<file path="src/rtl/riscv_pkg.sv">
// ---------------------------------------------------------------------------
// riscv_pkg
// Shared RV32I datapath constants used by the register file and its read
// ports.
//
// Contents:
//   XLEN / DATA_WIDTH - integer register width (32)
//   REG_ADDR_WIDTH    - register index width (5)
//   NUM_REGS          - number of architectural integer registers (32)
//   REG_ZERO          - index of the hardwired-zero register x0
//   is_reg_zero()     - helper that tests an index against x0
// ---------------------------------------------------------------------------
package riscv_pkg;

    localparam int XLEN           = 32;
    localparam int DATA_WIDTH     = XLEN;
    localparam int REG_ADDR_WIDTH = 5;
    localparam int NUM_REGS       = 2 ** REG_ADDR_WIDTH;

    localparam logic [REG_ADDR_WIDTH-1:0] REG_ZERO = 5'd0;

    // x0 test on a full-width register index; every other index is a
    // normal writable register.
    function automatic logic is_reg_zero(input logic [REG_ADDR_WIDTH-1:0] idx);
        return (idx == REG_ZERO);
    endfunction

endpackage : riscv_pkg

</file>
<file path="src/rtl/reg_file_read_port.sv">
// ---------------------------------------------------------------------------
// reg_file_read_port
// One combinational read port of the integer register file. Selects a
// register from the storage array, forces x0 to read as zero and, when
// built with REG_FILE_BYPASS_EN, forwards the in-flight write data to the
// port in the same cycle the write is requested.
//
// Configuration macro: REG_FILE_BYPASS_EN (write-to-read forwarding)
//
// Ports:
//   reset    - active-low reset level; forwarding is suppressed while low
//   regs     - current register contents (DEPTH x DATA_WIDTH)
//   addr     - read address
//   wr_en    - write enable of the write port
//   wr_addr  - write address of the write port
//   wr_data  - write data of the write port
//   rd_data  - data returned for addr
// ---------------------------------------------------------------------------
module reg_file_read_port
    import riscv_pkg::*;
#(
    parameter int DATA_WIDTH = riscv_pkg::DATA_WIDTH,
    parameter int ADDR_WIDTH = REG_ADDR_WIDTH,
    parameter int DEPTH      = 2 ** ADDR_WIDTH
) (
    input  logic                  reset,
    input  logic [DATA_WIDTH-1:0] regs [DEPTH],
    input  logic [ADDR_WIDTH-1:0] addr,
    input  logic                  wr_en,
    input  logic [ADDR_WIDTH-1:0] wr_addr,
    input  logic [DATA_WIDTH-1:0] wr_data,
    output logic [DATA_WIDTH-1:0] rd_data
);

    localparam logic [ADDR_WIDTH-1:0] ZERO_IDX = ADDR_WIDTH'(REG_ZERO);

`ifdef REG_FILE_BYPASS_EN
    // A pending write to the same register wins over the stored value, so the
    // consumer sees the result without waiting for the edge. x0 and reset are
    // excluded because neither will actually commit the write.
    logic bypass_hit;
    assign bypass_hit = reset && wr_en && (wr_addr != ZERO_IDX) && (wr_addr == addr);
`else
    logic bypass_hit;
    logic unused_bypass_inputs;
    assign bypass_hit           = 1'b0;
    assign unused_bypass_inputs = &{1'b0, reset, wr_en, wr_addr, wr_data};
`endif

    // x0 is checked last so it reads zero regardless of storage or bypass.
    always_comb begin
        rd_data = regs[addr];
        if (bypass_hit) begin
            rd_data = wr_data;
        end
        if (addr == ZERO_IDX) begin
            rd_data = '0;
        end
    end

endmodule : reg_file_read_port

</file>
<file path="src/rtl/reg_file.sv">
// ---------------------------------------------------------------------------
// reg_file
// 32 x 32-bit RV32I integer register file sitting between decode and
// execute. Two combinational read ports (rs1/rs2) feed the ALU operands and
// one synchronous write port takes the writeback result. x0 is hardwired to
// zero.
//
// Configuration macro: REG_FILE_BYPASS_EN - when defined, a write requested
// this cycle is forwarded to any read port addressing the same register.
//
// Ports:
//   clk        - system clock, state updates on the rising edge
//   reset      - synchronous active-low reset, clears every register
//   RegWrite   - write enable
//   Rs1, Rs2   - read addresses
//   Rd         - write address
//   Write_data - write data
//   read_data1 - contents of Rs1
//   read_data2 - contents of Rs2
// ---------------------------------------------------------------------------
module reg_file
    import riscv_pkg::*;
#(
    parameter int DATA_WIDTH = riscv_pkg::DATA_WIDTH,
    parameter int ADDR_WIDTH = REG_ADDR_WIDTH
) (
    input  logic                  clk,
    input  logic                  reset,
    input  logic                  RegWrite,
    input  logic [ADDR_WIDTH-1:0] Rs1,
    input  logic [ADDR_WIDTH-1:0] Rs2,
    input  logic [ADDR_WIDTH-1:0] Rd,
    input  logic [DATA_WIDTH-1:0] Write_data,
    output logic [DATA_WIDTH-1:0] read_data1,
    output logic [DATA_WIDTH-1:0] read_data2
);

    localparam int                    DEPTH    = 2 ** ADDR_WIDTH;
    localparam logic [ADDR_WIDTH-1:0] ZERO_IDX = ADDR_WIDTH'(REG_ZERO);

    logic [DATA_WIDTH-1:0] regs [DEPTH];

    // Reset dominates any write on the same edge. Writes to x0 are dropped
    // here, so entry 0 only ever holds the zero loaded at reset.
    always_ff @(posedge clk) begin
        if (!reset) begin
            for (int i = 0; i < DEPTH; i++) begin
                regs[i] <= '0;
            end
        end else if (RegWrite && (Rd != ZERO_IDX)) begin
            regs[Rd] <= Write_data;
        end
    end

    reg_file_read_port #(
        .DATA_WIDTH (DATA_WIDTH),
        .ADDR_WIDTH (ADDR_WIDTH),
        .DEPTH      (DEPTH)
    ) u_read_port1 (
        .reset   (reset),
        .regs    (regs),
        .addr    (Rs1),
        .wr_en   (RegWrite),
        .wr_addr (Rd),
        .wr_data (Write_data),
        .rd_data (read_data1)
    );

    reg_file_read_port #(
        .DATA_WIDTH (DATA_WIDTH),
        .ADDR_WIDTH (ADDR_WIDTH),
        .DEPTH      (DEPTH)
    ) u_read_port2 (
        .reset   (reset),
        .regs    (regs),
        .addr    (Rs2),
        .wr_en   (RegWrite),
        .wr_addr (Rd),
        .wr_data (Write_data),
        .rd_data (read_data2)
    );

endmodule : reg_file

</file>
<file path="config.mk">
export PLATFORM = sky130hd
export DESIGN_NAME = reg_file
export DESIGN_NICKNAME = d
export VERILOG_FILES = /design/src/rtl/riscv_pkg.sv /design/src/rtl/reg_file_read_port.sv /design/src/rtl/reg_file.sv
export SDC_FILE = /design/constraint.sdc
export NUM_CORES = 2
export LEC_CHECK = 0
export BUFFER_PORTS_ARGS = -buffer_cell sky130_fd_sc_hd__buf_2
export CORE_MARGIN = 4
export CORE_UTILIZATION = 60
export CTS_BUF_LIST = sky130_fd_sc_hd__clkbuf_2 sky130_fd_sc_hd__clkbuf_4 sky130_fd_sc_hd__clkbuf_8
export DETAILED_ROUTE_END_ITERATION = 10
export PLACE_DENSITY = 0.75
export SLEW_MARGIN = 10
export SYNTH_ARGS = -nofsm -noshare
export SYNTH_HDL_FRONTEND = slang
export SYNTH_HIERARCHICAL = 1
export SYNTH_SLANG_ARGS = --single-unit
</file>
<file path="constraint.sdc">
create_clock -name clk -period 2 [get_ports clk]
set_input_delay 0.1 -clock clk [delete_from_list [all_inputs] [get_ports clk]]
set_output_delay 0.1 -clock clk [all_outputs]
set_load 0.02 [all_outputs]
</file>
# Word level (Yosys, flattened, before mapping)
# Cells that the tools add are included.
# Widths: inputs -> output; s select.
dict set report word_totals {
  reg_bits 1024
  in_bits 50
}
dict set report op_classes {
  n_lt_le_gt_ge 4
  muxes 11
  bitwise_logic 3
  n_reduce_logical 5
}
# cell n
set ops {}
lappend ops {{$bwmux 1024} 1}
lappend ops {{$bmux 32 s5} 2}
lappend ops {{$mux 32} 7}
lappend ops {{$demux 32 s5} 1}
lappend ops {{$ge 6x6->1 const B} 3}
lappend ops {{$not 5->6} 3}
lappend ops {{$logic_not 5->1} 2}
lappend ops {{$lt 6x1->1 const B} 1}
lappend ops {{$reduce_bool 5->1} 1}
lappend ops {{$logic_and 1x1->1} 2}

# Longest topological paths before layout
dict set report logic_depth {
  ltp_word 6
  mapped_depth 7
  mapped_depth_nobuf 4
}

# Modules after synthesis
# The synthesis kept the hierarchy.
# module instances cells_per_inst area_each_um2
set by_module_without_submodules {}
lappend by_module_without_submodules {reg_file 1 3435 36038.3}
lappend by_module_without_submodules {reg_file_read_port 2 664 8368.0}

# Worst setup path before layout
# No wires, ideal clock.
dict set report synth_path {
  kind {input-to-output}
  startpoint {in Rs1[0]}
  endpoint {out read_data1[10]}
  arrival_ns 1.669
  setup_slack_ns 0.231
  cell_stages 7
  cell_sequence {buf_4 -> inv_2 -> buf_4 -> buf_4 -> clkbuf_1 -> o2111ai_1 -> a311oi_1}
}
dict set report synth_via {
  elab_chain_len 5
}
# item line
set synth_lines {}
lappend synth_lines {{start, declared} reg_file.sv:30} ;# input logic [ADDR_WIDTH-1:0] Rs1,
lappend synth_lines {{$not 5->6 (not written as such)} reg_file_read_port.sv:52} ;# rd_data = regs[addr];
lappend synth_lines {{$bmux 32 s5} reg_file_read_port.sv:52}
lappend synth_lines {{$mux 32 (not written as such) (2 in series)} reg_file_read_port.sv:52}
lappend synth_lines {{$mux 32 (*)} reg_file_read_port.sv:56} ;# if (addr == ZERO_IDX) begin
lappend synth_lines {{end, declared} reg_file.sv:34} ;# output logic [DATA_WIDTH-1:0] read_data1,
# Mark *: on every way between the ends. The rest lies on a longest branch, timed or not. The select of a mux whose other input is x is not followed.

# Worst setup path in the final report
dict set report layout_path {
  startpoint {reg regs[526] in the netlist's numbering}
  endpoint {out read_data1[14]}
}
dict set report layout_via {
  elab_chain_len 4
}
# item line
set layout_lines {}
lappend layout_lines {{start, declared} reg_file.sv:41} ;# logic [DATA_WIDTH-1:0] regs [DEPTH];
lappend layout_lines {{start signal, assigned by index} reg_file.sv:51} ;# regs[Rd] <= Write_data;
lappend layout_lines {{$bmux 32 s5} reg_file_read_port.sv:52}
lappend layout_lines {{$mux 32 (not written as such) (2 in series)} reg_file_read_port.sv:52}
lappend layout_lines {{$mux 32} reg_file_read_port.sv:56}
# Every way passes these cells. The select of a mux whose other input is x is not followed.

==> summary.md <==
The logs give 0 ns for the worst-case clock skew and 0 for the max-slew violation count. Adding up every negative setup slack in the final design gives -31.13 ns. The sequential cells in the finished layout cover a total of 20660 um2. After legalization and detailed placement, the total HPWL measured 110600 um. Based on the critical path, the design can be clocked at up to 0.3847 GHz. Setup slack on the worst reg-to-reg path comes out at 0.77 ns. The via count of the first global-routing pass was 43400; the number of antenna-violating nets in the routed design was 0. The worst hold path was traced through 5 stages. Clock tree synthesis found a total of 1024 sinks. Clock latency reported for the late side of the worst-skew pair: 0.83 ns. The type of the worst min-delay path is input pin to flop. After detailed routing, the average wire length per cell comes to 28.61 um. The tools report the type of element capturing the critical path as an output port. The tools report the die area as 92770 um2. The detailed router finished its first iteration with 5074 violations. The startpoint of the worst-slack reg-to-reg timing path is regs[754]$_SDFFE_PN0P_. STA classifies the critical path startpoint as a flop. Wires add up to 180500 um. Cells with a size suffix above 1 make up 34.86% of the layout.

The first detailed-routing pass ran for 6 iterations. The share of the Yosys chip area taken by registers is 38.84%. Combinational cells account for 10.9% of the total power. At the end of the flow the core is filled with cells to 73.51%.

For this configuration, the core starts out at a cell density of 60.64%. Across every metal layer, demand over resource in global routing totals 37.80%. The clock-pin slew on the worst setup and hold paths was 0.06 ns. After the last flow step, the layout net total stands at 5063. The cell leakage power came out at 26.57 nW.

The tools report the largest vdd supply drop as 0.0006824 V. The die is 304.6 um tall. Counting I/O delays and the setup requirement, the final critical path takes 2.599 ns. The synthesized design devotes to its leading area cell type 38.84% of total area. The run gives -0.5994 ns as the final worst setup slack. Synthesis handed over a netlist of 4763 instances. The H-tree was split into 4 levels. The critical path's largest stage delay was 0.47 ns; the slew at the pin closest to its max-slew limit was 1.121 ns.

The overall die width came out at 304.6 um. Entering global routing, the biggest net connects 58 pins. Setup violations remaining at the end of the flow were counted as 64. Summed over all nets, the switching power comes to 0.01214 W. The share of total power dissipated in sequential elements is 44.1%.

The number of nets in the synthesized netlist is 4813. Yosys attributes the largest share of cell area to sky130_fd_sc_hd__dfxtp_1 39%, sky130_fd_sc_hd__mux2i_1 21%, sky130_fd_sc_hd__mux4_2 19%. Yosys warning count: 6. Across all layers, the routed design uses 42830 vias. The clock network is responsible for 45.0% of the overall power.

The initial antenna violation count was 3. Summing internal, switching and leakage power gives 0.04684 W. Clock tree synthesis inserted a total of 171 buffers. The area of combinational cells with multiple inputs came out at 31680 um2. From synthesis to final layout, the design area changed by 21.21%. The final reports fail on setup timing.

In this design, the largest share of critical-path delay is due to multiplexers. Distinct cell type count of the synthesized netlist: 37. Row generation in the floorplan step produced 108 rows.

Clock tree synthesis selected as its root buffer the cell sky130_fd_sc_hd__clkbuf_8. The total overflow left after global routing is 0. The cell with the most instances after synthesis is sky130_fd_sc_hd__mux2i_1. The prevailing post-synth register cell is sky130_fd_sc_hd__dfxtp_1.

The tools report the headroom to the max-slew limit as 25.28%. The peak fanout along the critical path was 3. The register with the most flip-flops was regs. The mapped netlist covers 52770 um2.

sky130_fd_sc_hd__dfxtp_1 takes more of the synthesized area than any other cell. The number of flops mapped to enable cells by yosys was 0. The fill cell instance count of the final layout was 5537. Slowest stage cell on the critical path: sky130_fd_sc_hd__mux4_2.

Together, buffers and inverters on the worst path number 2. The data required time of the worst path is 1.90 ns, and the average cell area after synthesis is 11.08 um2. Max-cap violations in this run came to 0. The number of flip-flops in the largest register works out to 1024. The average via count per standard cell was 6.787. The startpoint identified for the worst hold timing path is Write_data[17]. Net switching is 25.92% of the power. The core region is 87020 um2.

For this run, design rule violations remaining after detail routing come to 0. The number of failing hold endpoints at the final stage was 0; the wire length of the first global-routing pass was 268700 um. After synthesis the netlist holds a flip-flop and latch count of 1024.

For the final hold slack, the log shows 0.3162 ns. The count of buffers from port buffering works out to 113. The signal on the critical path passes through mux4_2 > mux2_4 > o21ai_2 > a311oi_2 > buf_4 > buf_6. The worst hold path terminates at regs[977]$_SDFFE_PN0P_. The worst setup path category was flop to output port. The endpoint identified for the worst register-to-register timing path is regs[754]$_SDFFE_PN0P_. By count the netlist is led by 1120 x sky130_fd_sc_hd__mux2i_1, 1068 x sky130_fd_sc_hd__nand2_1, 1024 x sky130_fd_sc_hd__dfxtp_1, 448 x sky130_fd_sc_hd__mux4_2, 267 x sky130_fd_sc_hd__clkbuf_1.

In this run the power density over the cells is 732.3 nW/um2. TritonCTS built the clock tree. Setup repair after global routing could not meet its margin everywhere. After synthesis, the share of flip-flops with an asynchronous set or reset is 0%. The run finished, with violations left. Global placer's final weighted congestion: 0.8960.

The internal portion of the total power is 0.03470 W. The worst register-to-register path has a depth of 3. The portion of the clock cycle consumed by the worst path in the final layout came out at 130.0%.

In the final layout, the registers with the most flip-flops are regs x1024. For this design the top-level I/O count stands at 114. The buffer levels on the longest clock path is 3. For the worst setup path, the data arrival time is 2.50 ns.
==> what timing repair did <==
item	in CTS	in global routing
buffers inserted	6	3
pin swaps	75	67
endpoints found under the hold margin	1009	0
setup endpoints to repair	64	64
hold buffers	40	0
resized for setup	398	154
==> logic make-up (layout without fill, tap and decap cells) <==
kind of cell	after synthesis	in the layout	share of synthesized area, %
AND/OR/NAND/NOR	1215	1215	9.341
buffers and inverters	524	913	5.019
other	0	3	0
flip-flops	1024	1024	38.84
AO/OA/AOI/OAI	368	368	5.069
multiplexers	1632	1632	41.73
==> layer usage <==
metal	up-vias	part of all wire, %	global-route usage [%]	wire (um)
li1	17890	-	-	-
met1	21410	37	48.64	66360
met2	2744	45	57.84	80990
met3	781	11	8.680	20000
met4	0	7.3	24.13	13180
met5	-	0	0	0
==> metrics by stage <==
| stage | cell area (um2) | worst slack, ns | std cells |
|---|---|---|---|
| 2_1_floorplan | 52770 | 0.2306 | 4763 |
| 6_report | 63970 | -0.5994 | 6310 |
| 3_5_place_dp | 57550 | -0.5499 | 5968 |
| 4_1_cts | 63320 | -0.6361 | 6308 |
| 5_1_grt | 63970 | -0.6317 | 6309 |
| 3_3_place_gp | 57550 | -0.4743 | 5968 |
==> tightest hold or removal path: cells and delay by family <==
kind / cells / cell delay [ns]
mux: 1 / 0.15
buf+inv: 3 / 0.83
simple gates: 1 / 0.04
==> cells in the final DEF, fill, tap and decap left out, types with 7 or more instances in the layout <==
master	n
sky130_fd_sc_hd__a211oi_1	13
sky130_fd_sc_hd__dlygate4sd3_1	40
sky130_fd_sc_hd__dfxtp_1	896
sky130_fd_sc_hd__buf_12	129
sky130_fd_sc_hd__nor2b_4	9
sky130_fd_sc_hd__nor2_4	14
sky130_fd_sc_hd__a22oi_1	51
sky130_fd_sc_hd__mux2_2	9
sky130_fd_sc_hd__nor2b_1	60
sky130_fd_sc_hd__buf_6	29
sky130_fd_sc_hd__a221oi_1	15
sky130_fd_sc_hd__buf_2	45
sky130_fd_sc_hd__mux4_2	448
sky130_fd_sc_hd__and2_1	32
sky130_fd_sc_hd__buf_4	351
sky130_fd_sc_hd__a311oi_2	37
sky130_fd_sc_hd__mux2_4	55
sky130_fd_sc_hd__clkbuf_8	229
sky130_fd_sc_hd__inv_6	7
sky130_fd_sc_hd__o21ai_1	39
sky130_fd_sc_hd__clkbuf_4	51
sky130_fd_sc_hd__a221oi_2	32
sky130_fd_sc_hd__nand2_1	1057
sky130_fd_sc_hd__a311oi_4	16
sky130_fd_sc_hd__o21ai_4	24
sky130_fd_sc_hd__a211oi_2	48
sky130_fd_sc_hd__clkinv_2	12
sky130_fd_sc_hd__dfxtp_2	127
sky130_fd_sc_hd__mux2i_1	1116
sky130_fd_sc_hd__nand2_4	9
sky130_fd_sc_hd__a22oi_2	13
sky130_fd_sc_hd__bufinv_16	7
sky130_fd_sc_hd__o2111ai_1	14
sky130_fd_sc_hd__a311oi_1	11
sky130_fd_sc_hd__o21ai_2	48
==> final cells by class <==
cell class	instances	area share [%]
repair buffers	599	9.762
diodes	3	0.01174
clock buffers	280	5.526
multi-input cells	3215	49.52
clock inverters	32	0.6005
flip-flops and latches	1024	32.30
inverters	2	0.01956
well taps	1155	2.259
==> power by group through the flow <==
stage / Sequential [W] / Clock, W / Combinational (W)
finish: 0.0207 / 0.0211 / 0.00513
global route: 0.0207 / 0.0220 / 0.00525
CTS: 0.0207 / 0.0211 / 0.00488
detailed placement: 0.0211 / 0 / 0.00453
global placement: 0.0211 / 0 / 0.00450
floorplan: 0.0211 / 0 / 0.00257
==> how the worst max path moves through the flow <==
stage,endpoint,depth (start not counted),slack (ns),from
after global routing,read_data1[14],6,-0.63,regs[526]$_SDFFE_PN0P_
final,read_data1[14],6,-0.60,regs[526]$_SDFFE_PN0P_
after global placement,read_data2[12],8,-0.47,Rs2[0]
after CTS,read_data1[20],6,-0.64,regs[564]$_SDFFE_PN0P_
after floorplan,read_data1[10],7,0.23,Rs1[0]
after detailed placement,read_data2[12],8,-0.55,Rs2[0]
No activity file was read; power rests on OpenSTA's default activity.
